==> config.mk <==
export PLATFORM = sky130hd
export DESIGN_NAME = uart_rx
export DESIGN_NICKNAME = d
export VERILOG_FILES = /design/src/rtl/uart_pkg.sv /design/src/rtl/uart_sync.sv /design/src/rtl/uart_rx.sv
export SDC_FILE = /design/constraint.sdc
export NUM_CORES = 1
export LEC_CHECK = 0
export CORE_AREA = 10 10 72 74
export CTS_CLUSTER_DIAMETER = 200
export DETAILED_ROUTE_END_ITERATION = 6
export DIE_AREA = 0 0 82 84
export HOLD_SLACK_MARGIN = 0.05
export PLACE_DENSITY = 0.6
export SLEW_MARGIN = 20
export SYNTH_ARGS = -nofsm -noshare
export SYNTH_HDL_FRONTEND = slang
export SYNTH_HIERARCHICAL = 1
export SYNTH_SLANG_ARGS = --single-unit
export TNS_END_PERCENT = 20
==> constraint.sdc <==
create_clock -name mclkx16 -period 4.12 [get_ports mclkx16]
set_clock_uncertainty 0.15 [all_clocks]
set_input_delay 0.824 -clock mclkx16 [delete_from_list [all_inputs] [get_ports mclkx16]]
set_output_delay 0.824 -clock mclkx16 [all_outputs]
set_load 0.05 [all_outputs]
==> src/rtl/uart_pkg.sv <==
// Shared UART definitions: frame geometry, sampling points and receiver FSM states.
package uart_pkg;

  localparam int unsigned UART_DATA_BITS   = 8;
  localparam int unsigned UART_OVERSAMPLE  = 16;
  localparam int unsigned UART_MID_SAMPLE  = 7;
  localparam logic        UART_PARITY_SEED = 1'b1;

  typedef enum logic [2:0] {
    IDLE,
    START,
    DATA,
    PARITY,
    STOP
  } rx_state_t;

endpackage

==> src/rtl/uart_sync.sv <==
// N-flop synchronizer for an asynchronous, idle-high input; resets to 1.
module uart_sync #(
  parameter int unsigned STAGES = 2
) (
  input  logic i_clk,
  input  logic i_rst,
  input  logic i_d,
  output logic o_q
);

  logic [STAGES-1:0] r_sync;

  // Shift the raw input through the flop chain; reset to the line's idle level.
  always_ff @(posedge i_clk or posedge i_rst) begin
    if (i_rst) begin
      r_sync <= '1;
    end else begin
      r_sync <= {r_sync[STAGES-2:0], i_d};
    end
  end

  assign o_q = r_sync[STAGES-1];

endmodule

==> src/rtl/uart_rx.sv <==
// 16x-oversampling UART receiver: start, 8 data bits LSB-first, optional odd
// parity, one stop bit. Parity is enabled by defining UART_RX_PARITY_EN; with
// it undefined the frame is 10 bits and parityerr is tied low.
module uart_rx
  import uart_pkg::*;
#(
  parameter int unsigned SYNC_STAGES = 2
) (
  input  logic       mclkx16,
  input  logic       reset,
  input  logic       rx,
  input  logic       read,
  output logic [7:0] data,
  output logic       rxrdy,
  output logic       parityerr,
  output logic       framingerr,
  output logic       overrun
);

  localparam logic [3:0] SCNT_MID  = 4'(UART_MID_SAMPLE);
  localparam logic [3:0] SCNT_LAST = 4'(UART_OVERSAMPLE - 1);
  localparam logic [2:0] BCNT_LAST = 3'(UART_DATA_BITS - 1);

  logic                      w_rxs;
  logic                      r_rxs_d;
  rx_state_t                 r_state;
  rx_state_t                 w_state_nxt;
  logic [3:0]                r_scnt;
  logic [2:0]                r_bcnt;
  logic [UART_DATA_BITS-1:0] r_shift;
  logic                      w_scnt_clr;
  logic                      w_bcnt_clr;
  logic                      w_data_smp;
  logic                      w_load;
`ifdef UART_RX_PARITY_EN
  logic                      w_par_smp;
  logic                      r_par;
  logic                      r_parityerr;
`endif

  uart_sync #(
    .STAGES(SYNC_STAGES)
  ) u_rx_sync (
    .i_clk(mclkx16),
    .i_rst(reset),
    .i_d  (rx),
    .o_q  (w_rxs)
  );

  // Previous synchronized line value for falling-edge detection in IDLE.
  always_ff @(posedge mclkx16 or posedge reset) begin
    if (reset) begin
      r_rxs_d <= 1'b1;
    end else begin
      r_rxs_d <= w_rxs;
    end
  end

  // FSM state register.
  always_ff @(posedge mclkx16 or posedge reset) begin
    if (reset) begin
      r_state <= IDLE;
    end else begin
      r_state <= w_state_nxt;
    end
  end

  // Next-state decode and per-cycle sampling strobes.
  always_comb begin
    w_state_nxt = r_state;
    w_scnt_clr  = 1'b0;
    w_bcnt_clr  = 1'b0;
    w_data_smp  = 1'b0;
    w_load      = 1'b0;
`ifdef UART_RX_PARITY_EN
    w_par_smp   = 1'b0;
`endif
    case (r_state)
      IDLE: begin
        if (!w_rxs && r_rxs_d) begin
          w_scnt_clr  = 1'b1;
          w_state_nxt = START;
        end
      end
      START: begin
        if (r_scnt == SCNT_MID) begin
          if (w_rxs) begin
            w_state_nxt = IDLE;
          end else begin
            w_scnt_clr  = 1'b1;
            w_bcnt_clr  = 1'b1;
            w_state_nxt = DATA;
          end
        end
      end
      DATA: begin
        if (r_scnt == SCNT_LAST) begin
          w_data_smp = 1'b1;
          if (r_bcnt == BCNT_LAST) begin
`ifdef UART_RX_PARITY_EN
            w_state_nxt = PARITY;
`else
            w_state_nxt = STOP;
`endif
          end
        end
      end
      PARITY: begin
`ifdef UART_RX_PARITY_EN
        if (r_scnt == SCNT_LAST) begin
          w_par_smp   = 1'b1;
          w_state_nxt = STOP;
        end
`else
        w_state_nxt = IDLE;
`endif
      end
      STOP: begin
        if (r_scnt == SCNT_LAST) begin
          w_load      = 1'b1;
          w_state_nxt = IDLE;
        end
      end
      default: w_state_nxt = IDLE;
    endcase
  end

  // Sample counter: free-runs outside IDLE, wraps every bit period.
  always_ff @(posedge mclkx16 or posedge reset) begin
    if (reset) begin
      r_scnt <= '0;
    end else if (w_scnt_clr) begin
      r_scnt <= '0;
    end else if (r_state != IDLE) begin
      r_scnt <= r_scnt + 4'd1;
    end
  end

  // Bit counter: counts data samples within a frame.
  always_ff @(posedge mclkx16 or posedge reset) begin
    if (reset) begin
      r_bcnt <= '0;
    end else if (w_bcnt_clr) begin
      r_bcnt <= '0;
    end else if (w_data_smp) begin
      r_bcnt <= r_bcnt + 3'd1;
    end
  end

  // Shift register: new sample enters at the MSB so the byte lands LSB-first.
  always_ff @(posedge mclkx16 or posedge reset) begin
    if (reset) begin
      r_shift <= '0;
    end else if (w_data_smp) begin
      r_shift <= {w_rxs, r_shift[UART_DATA_BITS-1:1]};
    end
  end

`ifdef UART_RX_PARITY_EN
  // Parity accumulator: seeded at start, folds in data and parity samples;
  // a final value of 1 means the received ones count was even (error).
  always_ff @(posedge mclkx16 or posedge reset) begin
    if (reset) begin
      r_par <= 1'b0;
    end else if (w_bcnt_clr) begin
      r_par <= UART_PARITY_SEED;
    end else if (w_data_smp || w_par_smp) begin
      r_par <= r_par ^ w_rxs;
    end
  end

  // Parity error flag: written on load, cleared by read; load wins a tie.
  always_ff @(posedge mclkx16 or posedge reset) begin
    if (reset) begin
      r_parityerr <= 1'b0;
    end else if (w_load) begin
      r_parityerr <= r_par;
    end else if (read) begin
      r_parityerr <= 1'b0;
    end
  end

  assign parityerr = r_parityerr;
`else
  assign parityerr = 1'b0;
`endif

  // Receive hold register and status; a load takes priority over read.
  always_ff @(posedge mclkx16 or posedge reset) begin
    if (reset) begin
      data       <= '0;
      rxrdy      <= 1'b0;
      framingerr <= 1'b0;
      overrun    <= 1'b0;
    end else if (w_load) begin
      data       <= r_shift;
      rxrdy      <= 1'b1;
      framingerr <= ~w_rxs;
      overrun    <= rxrdy & ~read;
    end else if (read) begin
      rxrdy      <= 1'b0;
      framingerr <= 1'b0;
      overrun    <= 1'b0;
    end
  end

endmodule
### Yosys cells after proc, flatten, opt, wreduce, memory -nomap -nowiden

Cells that the tools add are included.

* add/subtract/negate cells: 2
* $mul: 0
* div/mod/pow operators: 0
* magnitude comparators: 0
* equal/unequal tests: 11
* shift-type cells: 0
* muxes and demuxes: 23
* bitwise logic cells: 3
* reductions and logical operators: 8

Operators by type and width (count)
* 3-bit two-way mux: 7
* 3-bit one-hot mux with 4 select lines: 1
* 1-bit two-way mux: 11
* 2-bit != test (second input constant): 5
* 4-bit two-way mux: 2
* 3-bit == test (second input constant): 2
* 2-bit nonzero test: 3
* 5-bit AND reduction: 1
* 4-bit by 1-bit adder with 4-bit output (second input constant): 1
* 4-bit by 3-bit == test with 1-bit output (second input constant): 1
* 4-bit == test (second input constant): 1
* 3-bit by 1-bit adder with 3-bit output (second input constant): 1
* 3-bit by 1-bit == test with 1-bit output (second input constant): 1
* 3-bit by 2-bit == test with 1-bit output (second input constant): 1
* 3-bit zero test: 1
* 3-bit nonzero test: 1
* 2-bit two-way mux: 1
* 1-bit inverter: 2
* 1-bit one-hot mux with 2 select lines: 1
* 1-bit bitwise AND: 1
* 1-bit logical AND: 1
* 1-bit zero test: 1

* register bits: 32
* latch bits: 0
* RAM bits: 0
* ROM bits: 0
* output and inout bits: 12
* logic and storage cells: 57
* memories: 0

### Logic depth before layout (Yosys ltp)

Gate-level depths: netlist of run 1.

* depth in word-level cells: 5
* depth in mapped cells: 5

### Modules after synthesis

The synthesis of run 1 kept the hierarchy.

Modules (own cells, without submodules)
* uart_rx: times used 1, cells an instance 112, area each 1402.6 µm², sequential area each 752.0 µm²
* uart_sync: times used 1, cells an instance 3, area each 56.3 µm², sequential area each 52.6 µm²

### Worst setup path before layout of run 1

OpenSTA, ideal clock, no wires.

* path kind: register to register
* start: register r_scnt[0]
* end: register r_shift[0]
* data arrival time: 1.431 ns
* data required time: 3.845 ns
* slack: 2.415 ns
* cell stages (with the launch flop): 5
* path buffers: 0
* period minus slack after synthesis: 1.705 ns
* cell sequence: dfrtp_1 > ha_1 > nand4b_4 > nor2_4 > mux2_2

* longest elaborated chain between the ends: 3

Ends and longest elaborated chain
* from (decl): RTL line uart_rx.sv:28 `logic [3:0] r_scnt;`
* from (signal assigned): RTL line uart_rx.sv:135 `r_scnt <= r_scnt + 4'd1;`
* 4-bit == test: RTL line uart_rx.sv:97 `if (r_scnt == SCNT_LAST) begin`
* 1-bit two-way mux: RTL line uart_rx.sv:97
* 1-bit two-way mux: RTL line uart_rx.sv:78 `case (r_state)`
* to (signal assigned): RTL line uart_rx.sv:155 `r_shift <= {w_rxs, r_shift[UART_DATA_BITS-1:1]};`
* to (decl): RTL line uart_rx.sv:30 `logic [UART_DATA_BITS-1:0] r_shift;`

Every way passes these cells.
A chain may end at the register's enable or synchronous reset.

### Worst setup path in the final report of run 1

* start: register rxrdy
* end: output port rxrdy

RTL lines
* from (decl): RTL line uart_rx.sv:14 `output logic rxrdy,`
* from (signal assigned): RTL line uart_rx.sv:192 `rxrdy <= 1'b0;`
* from (signal assigned): RTL line uart_rx.sv:197 `rxrdy <= 1'b1;`
* from (signal assigned): RTL line uart_rx.sv:201 `rxrdy <= 1'b0;`

No word-level cell between the ends.

==> run_summary.xml, run 1 <==
<?xml version="1.0" encoding="UTF-8"?>
<metrics>
  <group name="detailed_routing">
    <metric name="postRouteWirelength" unit="µm">2680</metric>
    <metric name="post_drt_via_cell_ratio" unit="">5.07</metric>
    <metric name="route.detailed.drc" unit="">0</metric>
    <metric name="post_drt_wl_per_cell" unit="µm">14.8</metric>
    <metric name="route.vias.total" unit="">918</metric>
    <metric name="drt_first_pass_iters" unit="">4</metric>
    <metric name="drt_iter0_drc" unit="">69</metric>
    <metric name="detail-route-antenna-nets" unit="">0</metric>
  </group>
  <group name="sta">
    <metric name="hold-worst-slack" unit="ps">210</metric>
    <metric name="setup-tns-final" unit="ps">0</metric>
    <metric name="setup_repair_after_global_routing_missed_its_margin" unit="">false</metric>
    <metric name="fin_crit" unit="ps">2450</metric>
    <metric name="maxSlewHeadroom" unit="">0.583</metric>
    <metric name="worst_slew_pin_slew" unit="ps">624</metric>
    <metric name="finalHoldViolations" unit="">0</metric>
    <metric name="post-route-period-util" unit="">0.594</metric>
    <metric name="final_critical_path_setup_slack" unit="ps">1670</metric>
    <metric name="fmax" unit="MHz">409</metric>
    <metric name="timing.final.setup_violations" unit="">0</metric>
    <metric name="timing.final.max_slew_violations" unit="">0</metric>
  </group>
  <group name="synthesis">
    <metric name="synth.cell_area" unit="µm²">1460</metric>
    <metric name="post_synth_num_cell_types" unit="">34</metric>
    <metric name="syn_inst" unit="">115</metric>
    <metric name="register_bit_total_from_synthesis" unit="">32</metric>
    <metric name="post_synth.cell_area_avg" unit="µm²">12.7</metric>
    <metric name="proportion_of_synthesized_chip_area_in_sequential_cells" unit="">0.551</metric>
    <metric name="synth_warnings" unit="">6</metric>
    <metric name="synth_largest_area_cell" unit="">dfrtp_1</metric>
    <metric name="synth_nets" unit="">122</metric>
    <metric name="post_synth_main_area_contributors" unit="">dfrtp_1 50%, mux2_2 13%, dfstp_2 5.4%</metric>
    <metric name="netlist.area_leader.share" unit="">0.497</metric>
  </group>
  <group name="grt">
    <metric name="grt_most_used_layer" unit="">met2</metric>
    <metric name="grt.met3_usage" unit="">0.0345</metric>
    <metric name="antenna_violations_before_repair" unit="">0</metric>
    <metric name="first_global_vias" unit="">975</metric>
    <metric name="grt_max_degree" unit="">31</metric>
    <metric name="groute.layer.met2.usage" unit="">0.132</metric>
    <metric name="groute.usage.overall" unit="">0.0847</metric>
    <metric name="grt-ovfl-total" unit="">0</metric>
    <metric name="grt.met1_usage" unit="">0.0980</metric>
    <metric name="grt_pass1_wl" unit="µm">4580</metric>
  </group>
  <group name="placement">
    <metric name="post-dp-hpwl" unit="µm">1880</metric>
    <metric name="placement.io_buffers" unit="">14</metric>
    <metric name="gpl.final_weighted_congestion" unit="">0.798</metric>
    <metric name="pre_cts_slack" unit="ps">1740</metric>
  </group>
  <group name="power">
    <metric name="sequentialPowerShare" unit="">0.489</metric>
    <metric name="share_clk_of_total_power" unit="">0.356</metric>
    <metric name="p_per_area" unit="nW/µm²">464</metric>
    <metric name="vdd_ir_drop_max" unit="V">0.000268</metric>
    <metric name="power.switching_fraction" unit="">0.270</metric>
    <metric name="p_leak" unit="nW">0.819</metric>
    <metric name="power.internal" unit="W">0.000588</metric>
    <metric name="comb_power_share" unit="">0.155</metric>
    <metric name="p_switching" unit="W">0.000218</metric>
    <metric name="post-layout-total-power" unit="W">0.000806</metric>
  </group>
  <group name="die">
    <metric name="fp.dieH" unit="µm">84</metric>
    <metric name="fp.dieW" unit="µm">82</metric>
    <metric name="floorplan.io_pins" unit="">16</metric>
    <metric name="fp.dieArea" unit="µm²">6890</metric>
    <metric name="floorplan.initialDensity" unit="">0.378</metric>
    <metric name="number_of_rows_in_the_core_area" unit="">23</metric>
    <metric name="fp.coreArea" unit="µm²">3860</metric>
  </group>
  <group name="setup_path">
    <metric name="worst-setup-path-type" unit="">register to primary output</metric>
    <metric name="cp-start-kind" unit="">register</metric>
    <metric name="crit_buf_inv" unit="">1</metric>
    <metric name="required_time_reported_for_the_critical_path_endpoint" unit="ps">3150</metric>
    <metric name="cell_chain_critical_path" unit="">clkdlybuf4s50_1</metric>
    <metric name="worst_setup_path_end_kind" unit="">primary output</metric>
    <metric name="worst_path_dominant_cell_family" unit="">buffers and inverters</metric>
    <metric name="worst_r2r_endpoint" unit="">r_shift[6]</metric>
    <metric name="path_max_fanout" unit="">3</metric>
    <metric name="cp_slowest_stage_delay" unit="ps">820</metric>
    <metric name="reg2regPathDepth" unit="">4</metric>
    <metric name="reg2reg_slack" unit="ps">2170</metric>
    <metric name="timing.rr.start" unit="">r_scnt[0]</metric>
    <metric name="crit_slowest_cell" unit="">clkdlybuf4s50_1</metric>
    <metric name="timing.critical_path.arrival" unit="ps">1470</metric>
  </group>
  <group name="cts">
    <metric name="cts_resized" unit="">0</metric>
    <metric name="cts_tree" unit="">built</metric>
    <metric name="clk_transition_reported_paths" unit="ps">60</metric>
    <metric name="root_buffer" unit="">clkbuf_8</metric>
    <metric name="number_of_clock_sinks_seen_by_cts" unit="">32</metric>
    <metric name="number_of_buffers_inserted_by_post_cts_setup_repair" unit="">0</metric>
    <metric name="clock_path_buffers" unit="">2</metric>
    <metric name="htree_levels" unit="">2</metric>
    <metric name="clock_insertion_delay_worst_skew" unit="ps">280</metric>
    <metric name="ctsHoldBuffers" unit="">0</metric>
    <metric name="cts_made_buffers" unit="">5</metric>
  </group>
  <group name="min_path">
    <metric name="hold_depth" unit="">0</metric>
    <metric name="destination_of_the_worst_hold_path" unit="">u_rx_sync/r_sync[1]</metric>
    <metric name="min-delay-start" unit="">u_rx_sync/r_sync[0]</metric>
    <metric name="min_path_type" unit="">register to register</metric>
  </group>
  <group name="cells_and_area">
    <metric name="antenna_cells" unit="">0</metric>
    <metric name="fillers" unit="">368</metric>
    <metric name="layout-drive-gt1-share" unit="">0.275</metric>
    <metric name="finish.utilization" unit="">0.450</metric>
    <metric name="area_growth" unit="%">19.0</metric>
    <metric name="fin_nets" unit="">137</metric>
  </group>
  <group name="job">
    <metric name="timing.max_cap.violations" unit="">0</metric>
  </group>
  <group name="status">
    <metric name="outcome" unit="">finished clean</metric>
  </group>
</metrics>
-- sequential cells by signal, summed over array words and instances, names as in the netlist --
register,flops
u_rx_sync/r_sync,2
data,8
r_shift,8
r_bcnt,3
overrun,1
r_state,3
framingerr,1
r_rxs_d,1
rxrdy,1
r_scnt,4
-- power groups by stage --
| stage | registers [W] | logic [W] | clock network (W) |
|---|---|---|---|
| after floorplan | 0.000361 | 0.000140 | 0 |
| after global placement | 0.000395 | 0.000119 | 0 |
| after detailed placement | 0.000397 | 0.000125 | 0 |
| after CTS | 0.000393 | 0.000126 | 0.000294 |
| after global routing | 0.000401 | 0.000138 | 0.000311 |
| final | 0.000394 | 0.000125 | 0.000287 |
-- worst max-delay path by stage --
| stage | from | end | slack, ps | cells after the start |
|---|---|---|---|---|
| global placement | reset | data[0] | 1810 | 2 |
| CTS | rxrdy | rxrdy | 1650 | 1 |
| global route | data[7] | data[7] | 1640 | 1 |
| finish | rxrdy | rxrdy | 1670 | 1 |
| detailed placement | reset | data[0] | 1740 | 2 |
| floorplan | r_scnt[0] | r_shift[0] | 2410 | 4 |
-- area by class of cell --
| class | count | area [µm²] | area share |
|---|---|---|---|
| well taps | 50 | 62.6 | 0.0360 |
| repair buffers | 14 | 140 | 0.0807 |
| clock inverters | 2 | 35.0 | 0.0202 |
| flip-flops and latches | 32 | 805 | 0.463 |
| clock buffers | 6 | 72.6 | 0.0418 |
| inverters | 4 | 15.0 | 0.00865 |
| multi-input cells | 73 | 607 | 0.349 |
-- cell usage in the layout (no fill, tap or decap), drive strengths merged, types with 2 or more instances in the layout --
cell	Yosys	routed
dfrtp	29	29
o21ai	6	6
mux2i	2	2
dfstp	3	3
inv	4	4
and4b	2	2
nor2	6	6
nand4	2	2
nand2b	3	3
nor2b	7	7
nor3	2	2
clkdlybuf4s50	0	14
ha	3	3
a21oi	4	4
mux2	17	17
clkbuf	0	6
nand3	5	5
-- synthesized netlist by cell type, drive strengths merged --
library cell and n:
nand4 2, and4b 2, nand3 5, inv 4, nand2b 3, nor2b 7, mux2 17, nand4b 1
ha 3, dfstp 3, and4bb 1, o22ai 1, or3 1, dfrtp 29, nor4 1, a21o 1
a21oi 4, nor2 6, buf 6, conb 1, and3 1, a22oi 1, nor3b 1, a2bb2oi 1
o21ai 6, o221a 1, a22o 1, a211oi 1, nor3 2, mux2i 2
-- kinds of logic (layout without fill, tap and decap cells) --
family,Yosys count,after routing,synth area share
buf+inv,10,26,0.0326
simple gates,33,33,0.169
other cells,1,1,0.00257
compound gates,17,17,0.0738
fa+ha+maj,3,3,0.0257
flops,32,32,0.551
mux,19,19,0.145
-- metal layers --
layer  wire [µm]  vias up
li1            -      442
met5           0        -
met3          97        7
met2        1300       15
met1        1230      454
met4          57        0
-- per-stage QoR --
step,instances,area (µm²)
2_1_floorplan,115,1460
3_3_place_gp,173,1630
3_5_place_dp,173,1630
4_1_cts,181,1740
5_1_grt,181,1740
6_report,181,1740
No activity file was read; power rests on OpenSTA's default activity.
==> inputs of run 2 (changes only) <==
--- a/config.mk
+++ b/config.mk
@@ -10,7 +10,7 @@
 export DETAILED_ROUTE_END_ITERATION = 6
 export DIE_AREA = 0 0 82 84
 export HOLD_SLACK_MARGIN = 0.05
-export PLACE_DENSITY = 0.6
+export PLACE_DENSITY = 0.62
 export SLEW_MARGIN = 20
 export SYNTH_ARGS = -nofsm -noshare
 export SYNTH_HDL_FRONTEND = slang
==> constraint.sdc (replaced) <==
create_clock -name mclkx16 -period 2 [get_ports mclkx16]
set_clock_uncertainty 0.15 [all_clocks]
set_input_delay 0.4 -clock mclkx16 [delete_from_list [all_inputs] [get_ports mclkx16]]
set_output_delay 0.4 -clock mclkx16 [all_outputs]
set_load 0.05 [all_outputs]
==> run 2 against run 1 <==
First-iteration DRC count down 49%. Non-clock buffer count up 2. Global-route usage up 0.25 points. Final cell count up 1.1%. Sequential share of layout area up 0.17 points. Clock power up 110%. Combinational power up 130%. Critical path depth up 3. Sequential power up 100%. Design area down 0.36%. Wire length down 1.2%.
==> run_summary.xml, run 2 (synthesized netlist as in run 1, its figures left out) <==
<?xml version="1.0" encoding="UTF-8"?>
<metrics>
  <group name="power">
    <metric name="vdd_ir_drop_max" unit="V">0.000393</metric>
    <metric name="share_clk_of_total_power" unit="">0.363</metric>
    <metric name="p_leak" unit="nW">0.850</metric>
    <metric name="power.switching_fraction" unit="">0.279</metric>
    <metric name="p_per_area" unit="nW/µm²">982</metric>
    <metric name="post-layout-total-power" unit="W">0.00170</metric>
    <metric name="sequentialPowerShare" unit="">0.468</metric>
    <metric name="comb_power_share" unit="">0.169</metric>
    <metric name="power.internal" unit="W">0.00123</metric>
    <metric name="p_switching" unit="W">0.000474</metric>
  </group>
  <group name="detailed_routing">
    <metric name="route.met2.wl" unit="µm">1300</metric>
    <metric name="post_drt_via_cell_ratio" unit="">4.98</metric>
    <metric name="m1WireLength" unit="µm">1180</metric>
    <metric name="met3RoutedLength" unit="µm">136</metric>
    <metric name="route.detailed.drc" unit="">0</metric>
    <metric name="top_layer" unit="">met4</metric>
    <metric name="drt_iter0_drc" unit="">35</metric>
    <metric name="detail-route-antenna-nets" unit="">0</metric>
    <metric name="postRouteWirelength" unit="µm">2650</metric>
    <metric name="route.vias.total" unit="">912</metric>
    <metric name="post_drt_wl_per_cell" unit="µm">14.5</metric>
    <metric name="drt_first_pass_iters" unit="">4</metric>
  </group>
  <group name="cells_and_area">
    <metric name="antenna_cells" unit="">0</metric>
    <metric name="layout_commonest_cell" unit="">dfrtp_1</metric>
    <metric name="fillers" unit="">377</metric>
    <metric name="area_growth" unit="%">18.6</metric>
    <metric name="multi_input_area" unit="µm²">609</metric>
    <metric name="register_area" unit="µm²">805</metric>
    <metric name="layout-drive-gt1-share" unit="">0.376</metric>
    <metric name="fin_nets" unit="">139</metric>
    <metric name="layout_top_registers" unit="">data: 8 flops, r_shift: 8 flops, r_scnt: 4 flops</metric>
    <metric name="final_cell_mix" unit="">29 x dfrtp_1, 17 x mux2_2, 13 x buf_4</metric>
  </group>
  <group name="setup_path">
    <metric name="crit_slowest_cell" unit="">dfrtp_1</metric>
    <metric name="timing.critical_path.arrival" unit="ps">1820</metric>
    <metric name="cell_chain_critical_path" unit="">ha_2 -&gt; nand4b_4 -&gt; nor2_4 -&gt; mux2_2</metric>
    <metric name="worst_setup_path_end_kind" unit="">register</metric>
    <metric name="cp-startpoint" unit="">r_scnt[0]</metric>
    <metric name="required_time_reported_for_the_critical_path_endpoint" unit="ps">2020</metric>
    <metric name="cp-start-kind" unit="">register</metric>
    <metric name="worst-setup-path-type" unit="">register to register</metric>
    <metric name="timing.rr.start" unit="">r_scnt[0]</metric>
    <metric name="path_max_fanout" unit="">8</metric>
    <metric name="cp_slowest_stage_delay" unit="ps">400</metric>
  </group>
  <group name="grt">
    <metric name="groute.usage.overall" unit="">0.0872</metric>
    <metric name="grt-ovfl-total" unit="">0</metric>
    <metric name="grt_pass1_wl" unit="µm">4670</metric>
    <metric name="first_global_vias" unit="">996</metric>
    <metric name="grt_max_degree" unit="">31</metric>
    <metric name="antenna_violations_before_repair" unit="">0</metric>
  </group>
  <group name="sta">
    <metric name="setup_repair_after_global_routing_missed_its_margin" unit="">false</metric>
    <metric name="setup-tns-final" unit="ps">0</metric>
    <metric name="fin_crit" unit="ps">1800</metric>
    <metric name="hold-worst-slack" unit="ps">211</metric>
    <metric name="timing.final.setup_violations" unit="">0</metric>
    <metric name="timing.final.max_slew_violations" unit="">0</metric>
    <metric name="post-route-period-util" unit="">0.902</metric>
    <metric name="finalHoldViolations" unit="">0</metric>
    <metric name="fmax" unit="MHz">555</metric>
  </group>
  <group name="placement">
    <metric name="placement.io_buffers" unit="">14</metric>
    <metric name="post-dp-hpwl" unit="µm">1880</metric>
    <metric name="gpl.final_weighted_congestion" unit="">0.750</metric>
  </group>
  <group name="cts">
    <metric name="htree_levels" unit="">2</metric>
    <metric name="clock_path_buffers" unit="">2</metric>
    <metric name="cts_made_buffers" unit="">5</metric>
    <metric name="ctsHoldBuffers" unit="">0</metric>
    <metric name="clock_insertion_delay_worst_skew" unit="ps">280</metric>
    <metric name="number_of_clock_sinks_seen_by_cts" unit="">32</metric>
    <metric name="root_buffer" unit="">clkbuf_8</metric>
    <metric name="clk_transition_reported_paths" unit="ps">70</metric>
    <metric name="cts_tree" unit="">built</metric>
  </group>
  <group name="die">
    <metric name="fp.dieH" unit="µm">84</metric>
    <metric name="fp.dieArea" unit="µm²">6890</metric>
    <metric name="floorplan.io_pins" unit="">16</metric>
    <metric name="floorplan.initialDensity" unit="">0.378</metric>
    <metric name="number_of_rows_in_the_core_area" unit="">23</metric>
    <metric name="fp.dieW" unit="µm">82</metric>
    <metric name="fp.coreArea" unit="µm²">3860</metric>
  </group>
  <group name="min_path">
    <metric name="min_path_type" unit="">register to register</metric>
    <metric name="min-delay-start" unit="">u_rx_sync/r_sync[0]</metric>
  </group>
  <group name="status">
    <metric name="outcome" unit="">finished clean</metric>
  </group>
  <group name="job">
    <metric name="timing.max_cap.violations" unit="">0</metric>
  </group>
</metrics>
run 2: through the flow:
stage / setup slack, ps / utilization / cells / cell area [µm²]
after floorplan: 295 / - / 115 / 1460
after global placement: 189 / 0.419 / 175 / 1620
after detailed placement: 110 / 0.419 / 175 / 1620
after CTS: 91.0 / 0.448 / 183 / 1730
after global routing: 58.9 / 0.449 / 183 / 1730
final: 197 / 0.449 / 183 / 1730
run 2: worst max-delay path, delay by kind of cell (launching register included):
kind / cells / cell delay, ps
mux: 1 / 370
simple gates: 2 / 490
fa+ha+maj: 1 / 280
flops: 1 / 400
run 2: what timing repair did:
action | 4_1_cts | 5_1_grt
endpoints found under the setup margin | 0 | 15
gates resized for setup | 0 | 1
buffers inserted | 0 | 0
run 2: worst paths after layout:
| kind | cells past startpoint | end | slack [ps] |
|---|---|---|---|
| worst max-delay path | 4 | r_shift[5] | 200 |
| max in group asynchronous | 3 | r_rxs_d | 1020 |
| worst max register to register | 4 | r_shift[5] | 200 |
| min in group asynchronous | 2 | u_rx_sync/r_sync[0] | 310 |
| worst min-delay path | 0 | u_rx_sync/r_sync[1] | 210 |
| worst min register to register | 0 | u_rx_sync/r_sync[1] | 210 |
run 2: final cells by class:
class | count | share of cell area
repair buffers | 16 | 0.0738
clock inverters | 3 | 0.0246
multi-input cells | 73 | 0.352
inverters | 4 | 0.00868
clock buffers | 5 | 0.0398
flip-flops and latches | 32 | 0.465
well taps | 50 | 0.0362
run 2: power groups by stage:
stage	registers (W)	logic [W]	clock network (W)
after CTS	0.000794	0.000287	0.000635
after floorplan	0.000743	0.000289	0
final	0.000796	0.000287	0.000617
after global placement	0.000801	0.000277	0
after global routing	0.000809	0.000324	0.000666
after detailed placement	0.000807	0.000285	0
run 2: per-layer routing:
layer | vias up | GRT usage
met3 | 6 | 0.0377
li1 | 443 | -
met5 | - | 0
met4 | 0 | 0.0387
met2 | 14 | 0.133
met1 | 449 | 0.102
